===== src/rtl/control_pkg.sv =====
// Shared types and encodings for the multicycle control sequencer.
package control_pkg;

    localparam int unsigned MEM_WAIT_MAX_DEF = 15;
    localparam int unsigned CNT_W_DEF        = 32;

    typedef enum logic [3:0] {
        FETCH,
        DECODE,
        EXEC,
        ALUWB,
        MEMADR,
        MEMRD,
        MEMWB,
        MEMWR,
        BRANCH,
        FAULT
    } state_t;

    localparam logic [1:0] OP_DP  = 2'b00;
    localparam logic [1:0] OP_MEM = 2'b01;
    localparam logic [1:0] OP_BR  = 2'b10;
    localparam logic [1:0] OP_ILL = 2'b11;

    localparam logic [1:0] IMM_DP  = 2'b00;
    localparam logic [1:0] IMM_MEM = 2'b01;
    localparam logic [1:0] IMM_BR  = 2'b10;

    localparam logic [1:0] REG_NORM = 2'b00;
    localparam logic [1:0] REG_BR   = 2'b01;
    localparam logic [1:0] REG_ST   = 2'b10;

endpackage


===== src/rtl/control_wait_timer.sv =====
// Counts consecutive unanswered memory-request cycles; expired flags the cycle
// in which the wait limit is reached without a ready.
module control_wait_timer #(
    parameter int unsigned MAX = 15
) (
    input  logic clk,
    input  logic rst_n,
    input  logic req,
    input  logic ready,
    output logic expired
);

    localparam int unsigned W = $clog2(MAX + 1);

    logic [W-1:0] cnt;

    always_ff @(posedge clk or negedge rst_n) begin
        if (!rst_n) begin
            cnt <= '0;
        end else if (req && !ready) begin
            cnt <= cnt + W'(1);
        end else begin
            cnt <= '0;
        end
    end

    // This cycle would be the MAX-th unanswered one; a ready now takes priority.
    assign expired = req && !ready && (cnt == W'(MAX - 1));

endmodule


===== src/rtl/control_multicycle_fsm.sv =====
// Multicycle control sequencer: fetch/decode/execute/memory/writeback with a
// waited memory handshake. Optional perf counters via PERF_CNT_EN.
module control_multicycle_fsm
    import control_pkg::*;
#(
    parameter int unsigned MEM_WAIT_MAX = MEM_WAIT_MAX_DEF,
    parameter int unsigned CNT_W        = CNT_W_DEF
) (
    input  logic             clk,
    input  logic             rst_n,
    input  logic [1:0]       op,
    input  logic             funct5,
    input  logic             funct0,
    input  logic             cond_ok,
    input  logic             mem_ready,
    output logic             mem_req,
    output logic             adrsrc,
    output logic             irwrite,
    output logic             pcwrite,
    output logic             regw,
    output logic             memw,
    output logic             memtoreg,
    output logic             alusrc,
    output logic             branch,
    output logic             aluop,
    output logic [1:0]       immsrc,
    output logic [1:0]       regsrc,
    output logic             instr_done,
    output logic             fault
`ifdef PERF_CNT_EN
    ,
    output logic [CNT_W-1:0] cyc_cnt,
    output logic [CNT_W-1:0] instr_cnt
`endif
);

    state_t state_q;
    state_t state_d;
    logic   funct5_q;
    logic   funct0_q;
    logic   expired;

    control_wait_timer #(
        .MAX (MEM_WAIT_MAX)
    ) u_wait_timer (
        .clk     (clk),
        .rst_n   (rst_n),
        .req     (mem_req),
        .ready   (mem_ready),
        .expired (expired)
    );

    // State register
    always_ff @(posedge clk or negedge rst_n) begin
        if (!rst_n) begin
            state_q <= FETCH;
        end else begin
            state_q <= state_d;
        end
    end

    // Instruction fields held from DECODE to retirement; the op class itself
    // is carried by the state path chosen in DECODE.
    always_ff @(posedge clk or negedge rst_n) begin
        if (!rst_n) begin
            funct5_q <= 1'b0;
            funct0_q <= 1'b0;
        end else if (state_q == DECODE) begin
            funct5_q <= funct5;
            funct0_q <= funct0;
        end
    end

    // Next-state logic
    always_comb begin
        state_d = state_q;
        case (state_q)
            FETCH: begin
                if (mem_ready)    state_d = DECODE;
                else if (expired) state_d = FAULT;
            end
            DECODE: begin
                case (op)
                    OP_DP:  state_d = EXEC;
                    OP_MEM: state_d = MEMADR;
                    OP_BR:  state_d = BRANCH;
                    OP_ILL: state_d = FAULT;
                endcase
            end
            EXEC:   state_d = ALUWB;
            ALUWB:  state_d = FETCH;
            MEMADR: state_d = funct0_q ? MEMRD : MEMWR;
            MEMRD: begin
                if (mem_ready)    state_d = MEMWB;
                else if (expired) state_d = FAULT;
            end
            MEMWB:  state_d = FETCH;
            MEMWR: begin
                if (mem_ready)    state_d = FETCH;
                else if (expired) state_d = FAULT;
            end
            BRANCH: state_d = FETCH;
            FAULT:  state_d = FAULT;
            default: state_d = FAULT;
        endcase
    end

    // Moore output decode, forced to zero while reset is asserted
    always_comb begin
        mem_req    = 1'b0;
        adrsrc     = 1'b0;
        irwrite    = 1'b0;
        pcwrite    = 1'b0;
        regw       = 1'b0;
        memw       = 1'b0;
        memtoreg   = 1'b0;
        alusrc     = 1'b0;
        branch     = 1'b0;
        aluop      = 1'b0;
        immsrc     = IMM_DP;
        regsrc     = REG_NORM;
        instr_done = 1'b0;
        fault      = 1'b0;
        if (rst_n) begin
            case (state_q)
                FETCH: begin
                    mem_req = 1'b1;
                    irwrite = mem_ready;
                    pcwrite = mem_ready;
                end
                EXEC: begin
                    alusrc = funct5_q;
                    immsrc = IMM_DP;
                    aluop  = 1'b1;
                end
                ALUWB: begin
                    regw       = 1'b1;
                    regsrc     = REG_NORM;
                    aluop      = 1'b1;
                    instr_done = 1'b1;
                end
                MEMADR: begin
                    alusrc = 1'b1;
                    immsrc = IMM_MEM;
                end
                MEMRD: begin
                    mem_req = 1'b1;
                    adrsrc  = 1'b1;
                end
                MEMWB: begin
                    regw       = 1'b1;
                    memtoreg   = 1'b1;
                    instr_done = 1'b1;
                end
                MEMWR: begin
                    mem_req    = 1'b1;
                    adrsrc     = 1'b1;
                    memw       = 1'b1;
                    regsrc     = REG_ST;
                    instr_done = mem_ready;
                end
                BRANCH: begin
                    branch     = 1'b1;
                    alusrc     = 1'b1;
                    immsrc     = IMM_BR;
                    regsrc     = REG_BR;
                    pcwrite    = cond_ok;
                    instr_done = 1'b1;
                end
                FAULT: begin
                    fault = 1'b1;
                end
                default: begin
                end
            endcase
        end
    end

`ifdef PERF_CNT_EN
    // Perf counters, frozen once the sequencer has faulted
    always_ff @(posedge clk or negedge rst_n) begin
        if (!rst_n) begin
            cyc_cnt   <= '0;
            instr_cnt <= '0;
        end else if (state_q != FAULT) begin
            cyc_cnt <= cyc_cnt + CNT_W'(1);
            if (instr_done) begin
                instr_cnt <= instr_cnt + CNT_W'(1);
            end
        end
    end
`endif

endmodule


===== config.mk =====
export PLATFORM = sky130hd
export DESIGN_NAME = control_multicycle_fsm
export DESIGN_NICKNAME = d
export VERILOG_FILES = /design/src/rtl/control_pkg.sv /design/src/rtl/control_wait_timer.sv /design/src/rtl/control_multicycle_fsm.sv
export SDC_FILE = /design/constraint.sdc
export NUM_CORES = 1
export LEC_CHECK = 0
export CAP_MARGIN = 20
export CORE_MARGIN = 2
export CORE_UTILIZATION = 40
export CTS_CLUSTER_DIAMETER = 30
export DETAILED_ROUTE_END_ITERATION = 12
export HOLD_SLACK_MARGIN = 0.05
export PLACE_DENSITY = 0.74
export SETUP_SLACK_MARGIN = 0.5
export SYNTH_ARGS = -nofsm -noshare
export SYNTH_HDL_FRONTEND = slang
export SYNTH_SLANG_ARGS = --single-unit

===== constraint.sdc =====
create_clock -name clk -period 1.4 [get_ports clk]
set_input_delay 0.14 -clock clk [delete_from_list [all_inputs] [get_ports clk]]
set_output_delay 0.14 -clock clk [all_outputs]
set_load 0.05 [all_outputs]

==> results.txt, run 1 <==
Die Ht -> 47.2 µm
post-synthesis adder-cell area fraction -> 0.0335
Clock Sinks -> 10
Post-Syn Nets -> 97
Distinct cells, synth -> 36
outcome -> did not finish
CTS root buffer -> clkbuf_4
CTS Buf Count -> 3
Synth warnings -> 0
IO Pins -> 24
last stage reached -> clock tree synthesis (4_1_cts)
sequential fraction of the synthesis area -> 0.335
Die Width -> 47.2 µm
xor and xnor area share after synthesis -> 0.0469
Synth Register Bits -> 10
site row count -> 15
Mapped Cells -> 87
Post-Syn Area -> 747 µm²
Placer Congestion -> 0.821
multiplexer share of the synthesized area -> 0.0452
postcts setup bufs -> 13
# resized after CTS -> 28
Compound-Gate Fraction of Synth Area -> 0.132
EDFF count, synth -> 0
FFs w/ async S/R, synth -> 1.00
Syn Area/Cell -> 8.59 µm²
Log Error -> [ERROR DPL-0033] detailed placement checks failed during check placement.
Inst Count DP -> 153
dpl hpwl -> 1.80 mm
largest family of logic cells by synthesized area -> simple AND/OR/NAND/NOR gates
Simple-Gate Fraction of Synth Area -> 0.338
port bufs -> 23
CTS Hold Bufs -> 0
CTS Buffer Depth -> 2
Initial Utilization -> 0.428
CTS H-tree depth -> 1
Top FF cell, synth -> dfrtp_1
==> cell usage after synthesis, types with 2 or more instances <==
library cell,instances,area (µm²)
nor2b_1,2,12.5
buf_2,2,10.0
mux2_2,3,33.8
nor3b_1,2,15.0
nor3_1,4,20.0
inv_1,3,11.3
dfrtp_1,10,250
nand3_1,2,10.0
nor4_1,3,18.8
a211o_1,2,17.5
nand2b_1,2,12.5
a21oi_1,5,25.0
xnor2_1,3,26.3
and3_1,6,37.5
nor2_1,13,48.8
ha_1,2,25.0
or2_2,2,12.5
buf_4,2,15.0
nand2_1,2,7.51
==> kinds of logic after synthesis <==
group	Yosys count
XOR/XNOR	4
buffers and inverters	9
AND/OR/NAND/NOR	44
AO/OA/AOI/OAI	15
adder cells (fa/ha/maj)	2
multiplexers	3
flip-flops	10
==> stage by stage <==
step	instance area [µm²]	worst slack, ns	setup TNS, ns
after floorplan	853	-0.172	-0.979
after global placement	1410	-0.120	-0.600
after detailed placement	1410	-0.178	-1.04
==> run 2, diff against run 1 <==
- CORE_AREA: default -> 2 2 63 65
- CORE_MARGIN: 2 -> default
- CORE_UTILIZATION: 40 -> default
- CTS_CLUSTER_DIAMETER: 30 -> default
- DIE_AREA: default -> 0 0 65 67
- HOLD_SLACK_MARGIN: 0.05 -> default
- PLACE_DENSITY: 0.74 -> default
- PLACE_DENSITY_LB_ADDON: default -> 0.15
- SETUP_SLACK_MARGIN: 0.5 -> default
- clock period: 1.4 -> 1.8 ns (I/O delays scaled with it)
==> run 2 against run 1 <==
Against the previous run: the run now ends clean; synthesized cell count unchanged; area after synthesis unchanged.
==> results.txt, run 2 <==
final global-route overflow total -> 0
Filler Cell Count -> 368
FFs w/ async S/R, synth -> 1.00
Max-cap violations -> 0
area of the multi-input gates -> 480 µm²
post-route ant nets -> 0
Starting DRT DRC Count -> 11
WP buf/inv -> 1
cell family with most CP delay -> compound AO/OA/AOI/OAI gates
Post-Syn Area -> 747 µm²
Post-Route WL -> 2.08 mm
Crit path arrival time -> 1.56 ns
area leader, netlist -> dfrtp_1
Slew @ Worst Pin -> 0.348 ns
cells on worst reg2reg path -> 4
commonest cells after routing, fill and taps aside -> 16 x buf_12, 14 x buf_4, 12 x nor2_1
total track usage -> 0.100
Synth top area share -> 0.335
register area -> 254 µm²
CTS H-tree depth -> 1
Die ar. -> 4360 µm²
R2R Setup Slk -> 0.28 ns
clk slew on worst S/H paths -> 0.05 ns
CP max-delay cell -> dfrtp_2
Cell Area, Placed -> 1270 µm²
Power Total -> 2240 µW
CTS root buffer -> clkbuf_8
CTS Buf Count -> 3
Post-Syn Nets -> 97
Cell Pwr Density -> 1670 nW/µm²
Initial Utilization -> 0.207
Period minus WS final -> 1.74 ns
dpl hpwl -> 1.59 mm
CTS Buffer Depth -> 2
total number of vias -> 753
Synth top cells by count -> 13 x nor2_1, 10 x dfrtp_1, 6 x and3_1, 5 x a21oi_1, 4 x nor3_1
DRC -> 0
CP Launch Type -> flip-flop
achievable frequency -> 574 MHz
worst endpoint required time -> 1.62 ns
layout overhead on the synthesized area -> 79.7%
Top FF cell, synth -> dfrtp_1
Max-Slew Margin vs Limit -> 0.766
crit path max fanout -> 7
Mapped Cells -> 87
VDD IR-drop max -> 621 µV
critical path type -> flip-flop to output pin
Leak -> 0.000540 µW
Setup crit end kind -> output pin
antenna cells -> 0
Setup Viol. Count Final -> 0
EDFF count, synth -> 0
FF-to-FF Start -> state_q[1]$_DFF_PN0_
Min Hold Slack -> 0.347 ns
IO Pins -> 24
CP max stage delay -> 0.46 ns
most frequent cell after synthesis -> nor2_1
Synth warnings -> 0
Clock Sinks -> 10
ranking of synthesized cells by area -> dfrtp_1 34%, nor2_1 6.5%, and3_1 5.0%
outcome -> completed
Routed WL per cell -> 12.3 µm
skew final -> 0.00366 ns
largest net degree at the start of global routing -> 19
layout cell share with drive strength beyond 1 -> 0.430
Largest regs -> state_q: 4 flops, u_wait_timer.cnt: 4 flops
Synth Register Bits -> 10
sequential fraction of the synthesis area -> 0.335
RSZ-0062 raised after global routing -> yes
cells along the critical path -> nand2b_2, a211o_1, a21boi_2, buf_12
Syn Area/Cell -> 8.59 µm²
site row count -> 22
global-route wire length before repair -> 3.34 mm
fin area -> 1340 µm²
Tcrit/Tclk final -> 0.968
Fin. Hold Viols -> 0
core area -> 3610 µm²
port bufs -> 23
1st-pass router iterations -> 4
Die Width -> 65 µm
RR Endpoint -> u_wait_timer.cnt[1]$_DFF_PN0_
initial antenna violation count -> 0
Distinct cells, synth -> 36
Hold WC Path Type -> input port to asynchronous set/reset pin
Clock Latency Late Sink -> 0.23 ns
TritonCTS clock tree -> yes
final net count -> 133
Max Slew Vio Count -> 0
drt via density -> 4.46
commonest non-fill, non-tap cell in the layout -> buf_12
Die Ht -> 67 µm
number of global-route vias before repair -> 703
Placer Congestion -> 0.726
==> run 2: cells by family (layout without fill, tap and decap cells) <==
kind of cell,Yosys count,count (layout),share of synthesized area
AOI/OAI and AO/OA,15,15,0.132
xor gates and xnor gates,4,4,0.0469
adders and majority gates,2,2,0.0335
DFF,10,10,0.335
buffers and inverters,9,43,0.0687
and+or+nand+nor,44,44,0.338
muxes,3,3,0.0452
==> run 2: per-layer routing <==
| layer | share of wire | up-vias | GRT usage |
|---|---|---|---|
| li1 | - | 377 | - |
| met1 | 0.46 | 348 | 0.132 |
| met2 | 0.47 | 28 | 0.155 |
| met3 | 0.068 | 0 | 0.0321 |
| met4 | 0 | 0 | 0.0319 |
| met5 | 0 | - | 0 |
==> run 2: power by group <==
group	leakage, µW	internal, µW	total [µW]	switching, µW
clock	0.0000216	146	228	81.9
sequential	0.000125	311	432	122
combinational	0.000394	761	1580	815
total	0.000540	1220	2240	1020
==> run 2: final cells by class <==
type | count | share of cell area
multi-input combinational | 68 | 0.358
tap | 48 | 0.0447
clock buffer | 3 | 0.0308
sequential | 10 | 0.189
inverter | 3 | 0.00839
timing repair buffer | 37 | 0.369
==> run 2: how the worst max path moves through the flow <==
stage	from	to	slack, ns	cells after the start
global placement	rst_n	memtoreg	0.15	5
floorplan	state_q[3]$_DFF_PN0_	aluop	-0.10	4
detailed placement	rst_n	aluop	0.14	5
CTS	state_q[2]$_DFF_PN0_	instr_done	0.002	4
finish	state_q[0]$_DFF_PN0_	instr_done	0.06	4
global route	state_q[0]$_DFF_PN0_	instr_done	-0.01	4
==> run 2: per-stage QoR <==
stage / cells / worst slack (ns) / TNS, ns / utilization
4_1_cts: 166 / 0.00207 / 0 / 0.363
3_5_place_dp: 163 / 0.137 / 0 / 0.351
3_3_place_gp: 163 / 0.155 / 0 / 0.351
5_1_grt: 169 / -0.0124 / -0.0248 / 0.372
2_1_floorplan: 87 / -0.101 / -0.202 / -
6_report: 169 / 0.0576 / 0 / 0.372
==> run 2: timing repair <==
action,CTS,global route
setup endpoints to repair,7,7
pin swaps,0,2
endpoints found under the hold margin,0,0
hold buffers,0,0
setup buffers,0,3
resized for setup,2,3
==> run 2: worst reg2reg max path, stage by stage, from the launching register on <==
cell and delay, ns:
dfrtp_2 0.47, nor3_4 0.36, a21oi_1 0.10, or3_4 0.40, nor2_1 0.11
Note: power is estimated with default switching activity, not from simulation.
==> run 3, diff against run 2 <==
- CTS_CLUSTER_DIAMETER: default -> 40
- clock period: 1.8 -> 1.6 ns (I/O delays scaled with it)
==> run 3 against run 2 <==
Against the previous run: the flow now finishes with violations (setup timing); setup slack worse by 0.12 ns; cell area is 18% higher; sequential power is 16% higher; utilization is 6.6 points higher; flip-flop and latch count stayed put; final cell count is 8.3% higher; non-clock buffer count is 13 higher; clock skew is 0.0022 ns lower; clock-buffer cell count is 1 higher; via count is 7.2% higher; combinational power is 46% higher; critical endpoint is now alusrc; largest cell class unchanged; highest routed layer is now met4.
==> results.txt, run 3 (synthesis gave the netlist of run 2 again) <==
setup slack after layout -> -0.0605 ns
site row count -> 22
non-filler cells, final -> 183
Period minus WS final -> 1.66 ns
worst endpoint required time -> 1.44 ns
Die ar. -> 4360 µm²
final net count -> 146
largest net degree at the start of global routing -> 19
achievable frequency -> 602 MHz
layout overhead on the synthesized area -> 112%
core area -> 3610 µm²
Crit path arrival time -> 1.50 ns
post-route ant nets -> 0
commonest non-fill, non-tap cell in the layout -> buf_4
Routed WL per cell -> 12.4 µm
CTS Buf Count -> 3
Slew @ Worst Pin -> 0.273 ns
Setup Viol. Count Final -> 13
layout cell share with drive strength beyond 1 -> 0.600
cells along the critical path -> buf_6, xnor2_1, nor2_1, a31oi_1, nor3b_2, buf_12
dpl hpwl -> 1.62 mm
total number of vias -> 807
TritonCTS clock tree -> yes
total track usage -> 0.119
CTS H-tree depth -> 1
Largest regs -> state_q: 4 flops, u_wait_timer.cnt: 4 flops
Inst Count DP -> 163
fin area -> 1580 µm²
CP max-delay cell -> dfrtp_2
port bufs -> 23
final global-route overflow total -> 0
VDD IR-drop max -> 707 µV
Setup WS pre-CTS -> 0.0286 ns
1st-pass router iterations -> 3
clk slew on worst S/H paths -> 0.05 ns
Setup crit end kind -> output pin
RSZ-0062 raised after global routing -> yes
commonest cells after routing, fill and taps aside -> 21 x buf_4, 16 x buf_12, 7 x nor2_1, 7 x clkdlybuf4s50_1
CP Launch Type -> flip-flop
antenna cells -> 0
Die Width -> 65 µm
Max-cap violations -> 0
Cell Pwr Density -> 1980 nW/µm²
number of global-route vias before repair -> 830
Placer Congestion -> 0.856
Leak -> 0.000629 µW
Max Slew Vio Count -> 0
Tcrit/Tclk final -> 1.04
CTS root buffer -> clkbuf_8
CTS Buffer Depth -> 2
Post-Route WL -> 2.28 mm
skew final -> 0.00147 ns
Min Hold Slack -> 0.346 ns
outcome -> finished with violations
Util after Layout -> 0.439
IO Pins -> 24
crit path max fanout -> 5
Starting DRT DRC Count -> 2
Hold WC Path Type -> input port to asynchronous set/reset pin
Fin. Hold Viols -> 0
Max-Slew Margin vs Limit -> 0.816
Clock Latency Late Sink -> 0.24 ns
initial antenna violation count -> 0
Die Ht -> 67 µm
DRC -> 0
CTS Hold Bufs -> 0
Cell Area, Placed -> 1280 µm²
CP max stage delay -> 0.45 ns
drt via density -> 4.41
critical path type -> flip-flop to output pin
Filler Cell Count -> 356
global-route wire length before repair -> 3.88 mm
Clock Sinks -> 10
failing checks -> setup timing
Initial Utilization -> 0.207
==> run 3: where the power goes <==
group	internal, µW	leakage [µW]	total (µW)	switching, µW
logic	1210	0.000476	2300	1090
registers	352	0.000124	501	149
clock network	217	0.0000288	326	109
==> run 3: area by class of cell <==
type                            instances  area [µm²]  share of cell area
Timing Repair Buffer                   50         616               0.389
Multi-Input combinational cell         68         584               0.369
Sequential cell                        10         255               0.161
Tap cell                               48        60.1              0.0380
Clock buffer                            4        55.1              0.0348
Inverter                                3        11.3             0.00712
==> run 3: what timing repair did <==
item                                    in CTS  in global routing
pin swaps                                    5                 12
endpoints found under the setup margin      16                 16
buffers inserted                            14                  2
resized for setup                           15                 15
==> run 3: critical path, delay by kind of cell, from the launching register on <==
family	cells	cell delay, ns
flip-flops	1	0.45
buffers and inverters	2	0.31
AND/OR/NAND/NOR	2	0.31
XOR/XNOR	1	0.12
AO/OA/AOI/OAI	1	0.05
==> run 3: path summary, 6_finish.rpt <==
kind,slack (ns),endpoint,startpoint,cells past startpoint
min in group clk,0.48,u_wait_timer.cnt[0]$_DFF_PN0_,u_wait_timer.cnt[0]$_DFF_PN0_,1
hold reg to reg,0.48,u_wait_timer.cnt[0]$_DFF_PN0_,u_wait_timer.cnt[0]$_DFF_PN0_,1
setup / recovery,-0.06,alusrc,state_q[2]$_DFF_PN0_,6
setup reg to reg,0.10,state_q[1]$_DFF_PN0_,state_q[2]$_DFF_PN0_,7
hold / removal,0.35,funct0_q$_DFFE_PN0P_,rst_n,2
max in group asynchronous,1.06,state_q[0]$_DFF_PN0_,rst_n,2
==> run 3: layer usage <==
metal / share of wire / GRT usage / vias up
li1: - / - / 410
met1: 0.43 / 0.134 / 372
met2: 0.50 / 0.206 / 20
met3: 0.051 / 0.0270 / 5
met4: 0.022 / 0.0638 / 0
met5: 0 / 0 / -
==> run 3: per-stage QoR <==
step / setup TNS (ns) / power [µW]
2_1_floorplan: -0.187 / 1520
3_3_place_gp: 0 / 2220
3_5_place_dp: 0 / 2210
4_1_cts: -0.424 / 2930
5_1_grt: -1.22 / 3330
6_report: -0.437 / 3130
